===== src/rtl/speed_meter_pkg.sv =====
// Shared types and elaboration helpers for the encoder speed meter.
package speed_meter_pkg;

    typedef enum logic [0:0] {
        S_IDLE = 1'b0,
        S_CALC = 1'b1
    } state_e;

    function automatic int unsigned calc_ms_div(input int unsigned sys_freq);
        return sys_freq / 32'd1000;
    endfunction

    // Full product width so the multiply never truncates before the shift.
    function automatic int unsigned calc_prod_w(input int unsigned width_tik,
                                                input int unsigned speed_mul);
        return width_tik + $clog2(speed_mul + 32'd1);
    endfunction

    function automatic logic [31:0] sat_u32(input logic [31:0] value,
                                            input logic [31:0] limit);
        if (value > limit) begin
            return limit;
        end else begin
            return value;
        end
    endfunction

endpackage


===== src/rtl/speed_meter_timebase.sv =====
// Millisecond prescaler and window counter; win_end_o marks the last clock of each window.
module speed_meter_timebase
    import speed_meter_pkg::*;
#(
    parameter int unsigned MS_DIV    = 32'd10000,
    parameter int unsigned WINDOW_MS = 32'd100,
    parameter int unsigned WIDTH_MS  = 32'd14
) (
    input  logic clk_i,
    input  logic reset_n_i,
    output logic ms_tick_o,
    output logic win_end_o
);

    localparam int unsigned PRE_W = (MS_DIV > 32'd1) ? $clog2(MS_DIV) : 32'd1;
    localparam logic [PRE_W-1:0]    PRE_LAST = PRE_W'(MS_DIV - 32'd1);
    localparam logic [WIDTH_MS-1:0] MS_LAST  = WIDTH_MS'(WINDOW_MS - 32'd1);

    logic [PRE_W-1:0]    pre_q, pre_d;
    logic [WIDTH_MS-1:0] ms_q, ms_d;
    logic                ms_tick_s;
    logic                win_end_s;

    // Next-state for prescaler and ms counter, plus wrap decode
    always_comb begin
        ms_tick_s = (pre_q == PRE_LAST);
        win_end_s = ms_tick_s && (ms_q == MS_LAST);
        pre_d     = pre_q + PRE_W'(1'b1);
        ms_d      = ms_q;
        if (ms_tick_s) begin
            pre_d = '0;
            if (ms_q == MS_LAST) begin
                ms_d = '0;
            end else begin
                ms_d = ms_q + WIDTH_MS'(1'b1);
            end
        end else begin
            ms_d = ms_q;
        end
    end

    // Counter registers
    always_ff @(posedge clk_i or negedge reset_n_i) begin
        if (!reset_n_i) begin
            pre_q <= '0;
            ms_q  <= '0;
        end else begin
            pre_q <= pre_d;
            ms_q  <= ms_d;
        end
    end

    assign ms_tick_o = ms_tick_s;
    assign win_end_o = win_end_s;

endmodule


===== src/rtl/speed_meter.sv =====
// Encoder speed meter: counts synchronized rising edges per window and delivers a scaled speed word.
// Optional input glitch filter enabled by defining SPEED_METER_FILTER_EN.
module speed_meter
    import speed_meter_pkg::*;
#(
    parameter int unsigned SYS_FREQ    = 32'd10000000,
    parameter int unsigned WIDTH_TIK   = 32'd16,
    parameter int unsigned WIDTH_MS    = 32'd14,
    parameter int unsigned WIDTH_SPEED = 32'd14,
    parameter int unsigned WINDOW_MS   = 32'd100,
    parameter int unsigned SPEED_MUL   = 32'd15,
    parameter int unsigned SPEED_SHIFT = 32'd3,
    parameter int unsigned FILTER_LEN  = 32'd4
) (
    input  logic                   clk,
    input  logic                   reset_n,
    input  logic                   enc_in,
    input  logic                   busy,
    output logic [WIDTH_SPEED-1:0] speed,
    output logic                   done,
    output logic                   overrun
);

    localparam int unsigned MS_DIV = calc_ms_div(SYS_FREQ);
    localparam int unsigned PROD_W = calc_prod_w(WIDTH_TIK, SPEED_MUL);
    localparam logic [31:0] SPEED_MAX = (32'd1 << WIDTH_SPEED) - 32'd1;

    if ((WINDOW_MS < 32'd1) || ((WINDOW_MS * MS_DIV) <= 32'd2)) begin : g_bad_window
        $error("speed_meter: window must span more than two clocks");
    end
    if (FILTER_LEN < 32'd1) begin : g_bad_filter
        $error("speed_meter: FILTER_LEN must be at least 1");
    end

    logic                   sync1_q, sync2_q;
    logic                   level_s, level_prev_q;
    logic                   tick_evt_s;
    logic                   ms_tick_s, tb_win_end_s, win_end_s;
    logic [WIDTH_TIK-1:0]   tick_cnt_q, tick_cnt_d, tick_inc_s;
    logic [WIDTH_TIK-1:0]   snapshot_q, snapshot_d;
    logic [PROD_W-1:0]      prod_s, shifted_s;
    logic [WIDTH_SPEED-1:0] calc_s;
    state_e                 state_q, state_d;
    logic [WIDTH_SPEED-1:0] result_q, result_d;
    logic                   pending_q, pending_d;
    logic [WIDTH_SPEED-1:0] speed_q, speed_d;
    logic                   done_s, overrun_s;

    speed_meter_timebase #(
        .MS_DIV    (MS_DIV),
        .WINDOW_MS (WINDOW_MS),
        .WIDTH_MS  (WIDTH_MS)
    ) u_timebase (
        .clk_i     (clk),
        .reset_n_i (reset_n),
        .ms_tick_o (ms_tick_s),
        .win_end_o (tb_win_end_s)
    );

    assign win_end_s = ms_tick_s && tb_win_end_s;

    // Two-flop synchronizer for the asynchronous encoder input
    always_ff @(posedge clk or negedge reset_n) begin
        if (!reset_n) begin
            sync1_q <= 1'b0;
            sync2_q <= 1'b0;
        end else begin
            sync1_q <= enc_in;
            sync2_q <= sync1_q;
        end
    end

`ifdef SPEED_METER_FILTER_EN
    localparam int unsigned FLT_W = $clog2(FILTER_LEN + 32'd1);

    logic [FLT_W-1:0] flt_cnt_q, flt_cnt_d;
    logic             flt_lvl_q, flt_lvl_d;

    // Level flips only after FILTER_LEN consecutive samples disagree with it
    always_comb begin
        flt_cnt_d = '0;
        flt_lvl_d = flt_lvl_q;
        if (sync2_q != flt_lvl_q) begin
            if (flt_cnt_q == FLT_W'(FILTER_LEN - 32'd1)) begin
                flt_lvl_d = sync2_q;
                flt_cnt_d = '0;
            end else begin
                flt_cnt_d = flt_cnt_q + FLT_W'(1'b1);
            end
        end else begin
            flt_cnt_d = '0;
        end
    end

    // Filter state registers
    always_ff @(posedge clk or negedge reset_n) begin
        if (!reset_n) begin
            flt_cnt_q <= '0;
            flt_lvl_q <= 1'b0;
        end else begin
            flt_cnt_q <= flt_cnt_d;
            flt_lvl_q <= flt_lvl_d;
        end
    end

    assign level_s = flt_lvl_q;
`else
    assign level_s = sync2_q;
`endif

    assign tick_evt_s = level_s && !level_prev_q;

    // Edge counter; an edge on the closing cycle still belongs to that window
    always_comb begin
        tick_inc_s = tick_cnt_q;
        if (tick_evt_s && !(&tick_cnt_q)) begin
            tick_inc_s = tick_cnt_q + WIDTH_TIK'(1'b1);
        end else begin
            tick_inc_s = tick_cnt_q;
        end
        if (win_end_s) begin
            snapshot_d = tick_inc_s;
            tick_cnt_d = '0;
        end else begin
            snapshot_d = snapshot_q;
            tick_cnt_d = tick_inc_s;
        end
    end

    assign prod_s    = PROD_W'(snapshot_q) * PROD_W'(SPEED_MUL);
    assign shifted_s = prod_s >> SPEED_SHIFT;
    assign calc_s    = WIDTH_SPEED'(sat_u32(32'(shifted_s), SPEED_MAX));

    // FSM and delivery; a load in the delivery cycle keeps the new result pending
    always_comb begin
        state_d   = state_q;
        result_d  = result_q;
        pending_d = pending_q;
        speed_d   = speed_q;
        done_s    = 1'b0;
        overrun_s = 1'b0;
        if (pending_q && !busy) begin
            done_s    = 1'b1;
            speed_d   = result_q;
            pending_d = 1'b0;
        end else begin
            speed_d   = speed_q;
        end
        case (state_q)
            S_IDLE: begin
                if (win_end_s) begin
                    state_d = S_CALC;
                end else begin
                    state_d = S_IDLE;
                end
            end
            S_CALC: begin
                result_d  = calc_s;
                pending_d = 1'b1;
                overrun_s = pending_q && busy;
                state_d   = S_IDLE;
            end
            default: begin
                state_d = S_IDLE;
            end
        endcase
    end

    // Datapath and FSM registers
    always_ff @(posedge clk or negedge reset_n) begin
        if (!reset_n) begin
            level_prev_q <= 1'b0;
            tick_cnt_q   <= '0;
            snapshot_q   <= '0;
            state_q      <= S_IDLE;
            result_q     <= '0;
            pending_q    <= 1'b0;
            speed_q      <= '0;
        end else begin
            level_prev_q <= level_s;
            tick_cnt_q   <= tick_cnt_d;
            snapshot_q   <= snapshot_d;
            state_q      <= state_d;
            result_q     <= result_d;
            pending_q    <= pending_d;
            speed_q      <= speed_d;
        end
    end

    assign done    = done_s;
    assign speed   = done_s ? result_q : speed_q;
    assign overrun = overrun_s;

endmodule


===== config.mk =====
export PLATFORM = sky130hd
export DESIGN_NAME = speed_meter
export DESIGN_NICKNAME = d
export VERILOG_FILES = /design/src/rtl/speed_meter_pkg.sv /design/src/rtl/speed_meter_timebase.sv /design/src/rtl/speed_meter.sv
export SDC_FILE = /design/constraint.sdc
export NUM_CORES = 1
export LEC_CHECK = 0
export CAP_MARGIN = 20
export CORE_ASPECT_RATIO = 0.8
export CORE_MARGIN = 10
export CORE_UTILIZATION = 66
export CTS_BUF_LIST = sky130_fd_sc_hd__clkbuf_16
export CTS_CLUSTER_SIZE = 40
export DETAILED_ROUTE_END_ITERATION = 7
export PLACE_DENSITY = 0.88
export SLEW_MARGIN = 5
export SYNTH_ARGS = -nofsm -noshare
export SYNTH_HDL_FRONTEND = slang
export SYNTH_SLANG_ARGS = --single-unit

===== constraint.sdc =====
create_clock -name clk -period 8.2 [get_ports clk]
set_input_delay 2.46 -clock clk [delete_from_list [all_inputs] [get_ports clk]]
set_output_delay 2.46 -clock clk [all_outputs]
set_load 0.005 [all_outputs]

# Word-level counts from Yosys, hierarchy flattened
# Cells that the tools add are included.
dict set report totals {
  inputBits 4
  reg_bits 93
  word_cells 42
  output_inout_bits 16
}
dict set report classes {
  n_addsub 3
  n_mux 12
  eq_ne 2
  mul 1
  bitwise 1
  order_cmp 1
  n_reduce_logical 11
}
# operator count
set op_table {}
lappend op_table {{$mux 14} 4}
lappend op_table {{$mux 16} 2}
lappend op_table {{$add 14x1->14 const B} 2}
lappend op_table {{$mul 16x4->20 const B} 1}
lappend op_table {{$gt 17x14->1 const B} 1}
lappend op_table {{$add 16x1->16 const B} 1}
lappend op_table {{$reduce_and 16->1} 1}
lappend op_table {{$eq 14x14->1 const B} 1}
lappend op_table {{$eq 14x7->1 const B} 1}
lappend op_table {{$logic_and 1x1->1} 6}
lappend op_table {{$mux 1} 5}
lappend op_table {{$logic_not 1->1} 3}
lappend op_table {{$pmux 1 s2} 1}
lappend op_table {{$reduce_bool 2->1} 1}
lappend op_table {{$not 1->1} 1}

# Depth between registers and ports, before layout
dict set report depth {
  depth_word 5
  mapped_depth 14
  depth_no_buf 12
}

# Hierarchy
# A second synthesis with hierarchy kept.
dict set report hier_totals {
  cells_unflattened 555
  area_unflattened_um2 5694.2
}
# module instances cells_per_inst area_per_inst_um2
set by_module_without_submodules {}
lappend by_module_without_submodules {speed_meter 1 424 4315.4}
lappend by_module_without_submodules {speed_meter_timebase 1 131 1378.8}

# Worst setup path after synthesis
# Ideal clock, no wire load.
dict set report synth_timing {
  path_kind {input -> output}
  start {in busy}
  end {out speed[10]}
  path_buffers 2
  t_arrival_ns 3.531
  setup_slack_ns 2.209
  stages 4
  cell_sequence {nor2b_1 -> clkbuf_1 -> buf_1 -> mux2_2}
}
dict set report synth_via {
  elab_chain_len 4
}
# item line_no
set synth_lines {}
lappend synth_lines {{start, declared} speed_meter.sv:18} ;# input logic busy,
lappend synth_lines {{$logic_not 1->1} speed_meter.sv:142} ;# if (pending_q && !busy) begin
lappend synth_lines {{$logic_and 1x1->1} speed_meter.sv:142}
lappend synth_lines {{$mux 1} speed_meter.sv:142}
lappend synth_lines {{named net done} speed_meter.sv:20} ;# output logic done,
lappend synth_lines {{$mux 14} speed_meter.sv:191} ;# assign speed = done_s ? result_q : speed_q;
lappend synth_lines {{end, declared} speed_meter.sv:19} ;# output logic [WIDTH_SPEED-1:0] speed,
# The timed path passes the listed nets, and every way through them passes these cells.

# Worst setup path in the final report
dict set report layout_timing {
  start {in busy}
  end {out speed[6]}
}
dict set report layout_via {
  elab_chain_len 4
}
# item line_no
set layout_lines {}
lappend layout_lines {{$logic_not 1->1} speed_meter.sv:142}
lappend layout_lines {{$logic_and 1x1->1} speed_meter.sv:142}
lappend layout_lines {{$mux 1} speed_meter.sv:142}
lappend layout_lines {{$mux 14} speed_meter.sv:191}
# Every way passes these cells.

==> metrics.md <==
| Metric | Value |
|---|---|
| Status | complete, no violations |
| Die height | 102 um |
| Primary FF master, synth | dfrtp_1 |
| Slew of the pin with the lowest slew margin | 1.02 ns |
| Hpwl dp | 7800 um |
| CP required | 5.74 ns |
| Syn-to-layout area delta | 9.74% |
| Clk_lat worst skew | 0.34 ns |
| Skew final | 0.00707 ns |
| Pin count of the biggest net entering global routing | 79 |
| Max clock buf depth | 2 |
| Max Slew Vio Count | 0 |
| PortBufs | 19 |
| Worst-path clk slew | 0.05 ns |
| Final TNS setup | 0 ns |
| GR Util All Layers | 18.8% |
| CTS Root Cell | clkbuf_16 |
| Max IR drop VDD | 157 uV |
| WS Path Type | primary input to primary output |
| Crit path DAT | 4.17 ns |
| Placed cells | 656 |
| Power per cell area | 152 mW/mm2 |
| Synth Register Bits | 93 |
| Design area | 0.00606 mm2 |
| Pre-Repair DR Iteration Count | 5 |
| Max Cap Viol | 0 |
| Leak | 2.86 nW |
| Crit start category | primary input |
| Resize count post-CTS | 0 |
| DRC Markers | 0 |
| Row count | 29 |
| Post-CTS Setup Bufs | 0 |
| Starting Density | 68.6% |
| Critical-path maximum fanout | 15 |
| Syn_nets | 599 |
| Post-synth EDFFs | 0 |
| Cts hold-fix bufs | 0 |
| Initial DRC count | 366 |
| Gpl congestion | 0.874 |
| Relative slew slack | 31.6% |
| Synth Instances | 540 |
| Worst slack at placement | 1.62 ns |
| Layout Nets | 618 |
| Area after DPL | 0.00579 mm2 |
| Die Wd | 122 um |
| Fmax achieved | 0.151 GHz |
| Layout cells sized above 1 | 6.77% |
| RSZ-0062 raised after global routing | no |
| Num CTS Buffers | 9 |
| Diodes inserted | 0 |
| WL/cell | 16.0 um |
| Critical Path End Type | primary output |
| Mean post-synth cell area | 10.2 um2 |
| Fin Hold WS | 0.360 ns |
| Routed Antenna Nets | 0 |
| Finished Layout Cells | 669 |
| Final Cycle Share | 80.8% |
| Post-route setup slack | 1.57 ns |
| Final core occ | 75.3% |
| Synthesized cell area | 0.00553 mm2 |
| Total chip power | 0.922 mW |
| First-pass GRT wire length | 19100 um |
| Initial antenna violation count | 0 |
| Seq/Total Area, Yosys | 42.1% |
| Yosys warnings | 0 |
| Clock sinks | 93 |
| Hold Vio Cnt, Final | 0 |
| CTS tree | built |
| Grt ovf | 0 |
| Core area | 0.00806 mm2 |
| Total wire length | 10700 um |
| Vias/cell | 5.89 |
| Vias | 3940 |
| H-tree levels | 3 |
| Library cells used by synthesis | 51 |
| Die area | 0.0125 mm2 |
| Crit path time final | 6.63 ns |
| Io pins | 20 |
| Async set or reset register ratio after synthesis | 100% |
| Final Setup Violations | 0 |
| Vias in the first global route | 4111 |
| Worst min path class | flip-flop to flip-flop |
## power by group
| part | internal (mW) | switching, mW |
|---|---|---|
| registers | 0.473 | 0.0160 |
| logic | 0.0159 | 0.0311 |
| clock network | 0.229 | 0.157 |
## Yosys cell counts (3+ instances only)
cell,count,area [um2]
xor2_1,22,193
xnor2_1,25,219
o31ai_1,4,30.0
o211ai_1,5,37.5
mux2_2,14,158
nand3_1,20,100
and4_1,3,26.3
nor2b_1,5,31.3
nand2b_1,3,18.8
and3_1,7,43.8
nand4_1,10,62.6
a21oi_1,14,70.1
buf_2,4,20.0
fa_1,29,581
o21ai_0,30,150
nor3_1,7,35.0
nor4_1,3,18.8
inv_1,56,210
a211oi_1,3,22.5
a21o_1,9,67.6
nand2_1,42,158
ha_1,26,325
a31oi_1,17,106
dfrtp_1,93,2330
nor2_1,52,195
mux2i_1,3,30.0
clkbuf_1,5,18.8
## routing by layer
layer	up-vias	global-route usage, %	wire [um]
met1	1935	22.9	4620
li1	1866	-	-
met2	118	31.7	5290
met5	-	0	0
met3	21	5.62	605
met4	0	6.42	172
## cells in the final DEF, fill, tap and decap left out, types with 4 or more instances in the layout
master            n
and3_1            7
nand2_1          42
xnor2_1          25
nor2b_1           5
a21o_1            9
a31oi_1          17
o211ai_1          5
nor2_1           52
clkbuf_16         9
a21oi_1          14
clkdlybuf4s50_1  18
nand4_1          10
xor2_1           22
nor3_1            7
nand3_1          20
buf_4             4
fa_1             29
inv_1            58
o31ai_1           4
mux2_2           14
o21ai_0          30
ha_1             26
dfrtp_1          93
## area by class of cell
class	instances	area, um2
Multi-Input combinational cell	377	2910
Sequential cell	93	2330
Fill cell	515	1990
Clock buffer	9	225
Timing Repair Buffer	22	210
Inverter	56	210
Tap cell	108	135
Clock inverter	4	45.0
## critical path: stages
cell,delay (ns)
clkdlybuf4s50_1,0.44
nor2b_1,0.15
buf_4,0.25
mux2_2,0.39
clkdlybuf4s50_1,0.48
## final timing paths
check,cells past startpoint,slack (ns),start,to
max,5,1.57,busy,speed[6]
min,0,0.36,sync1_q,level_s
max reg2reg,12,3.98,snapshot_q[7],result_q[10]
min reg2reg,0,0.36,sync1_q,level_s
max in group asynchronous,2,5.04,reset_n,tick_cnt_q[14]
min in group asynchronous,1,1.96,reset_n,speed_q[11]
## state kept, by name, indices dropped and copies added (netlist names)
name and flops:
speed_q 14, pending_q 1, tick_cnt_q 16, sync1_q 1, result_q 14, state_q 1, u_timebase.pre_q 14, u_timebase.ms_q 14
level_prev_q 1, level_s 1, snapshot_q 16
## cell families (layout without fill, tap and decap cells)
family	Yosys count	after routing	synth area share (%)
AND/OR/NAND/NOR	162	162	13.9
AO/OA/AOI/OAI	96	96	11.5
flip-flops	93	93	42.1
buffers and inverters	70	91	5.21
adder cells (fa/ha/maj)	55	55	16.4
XOR/XNOR	47	47	7.45
multiplexers	17	17	3.40
Power figures use the tool's default switching activity.
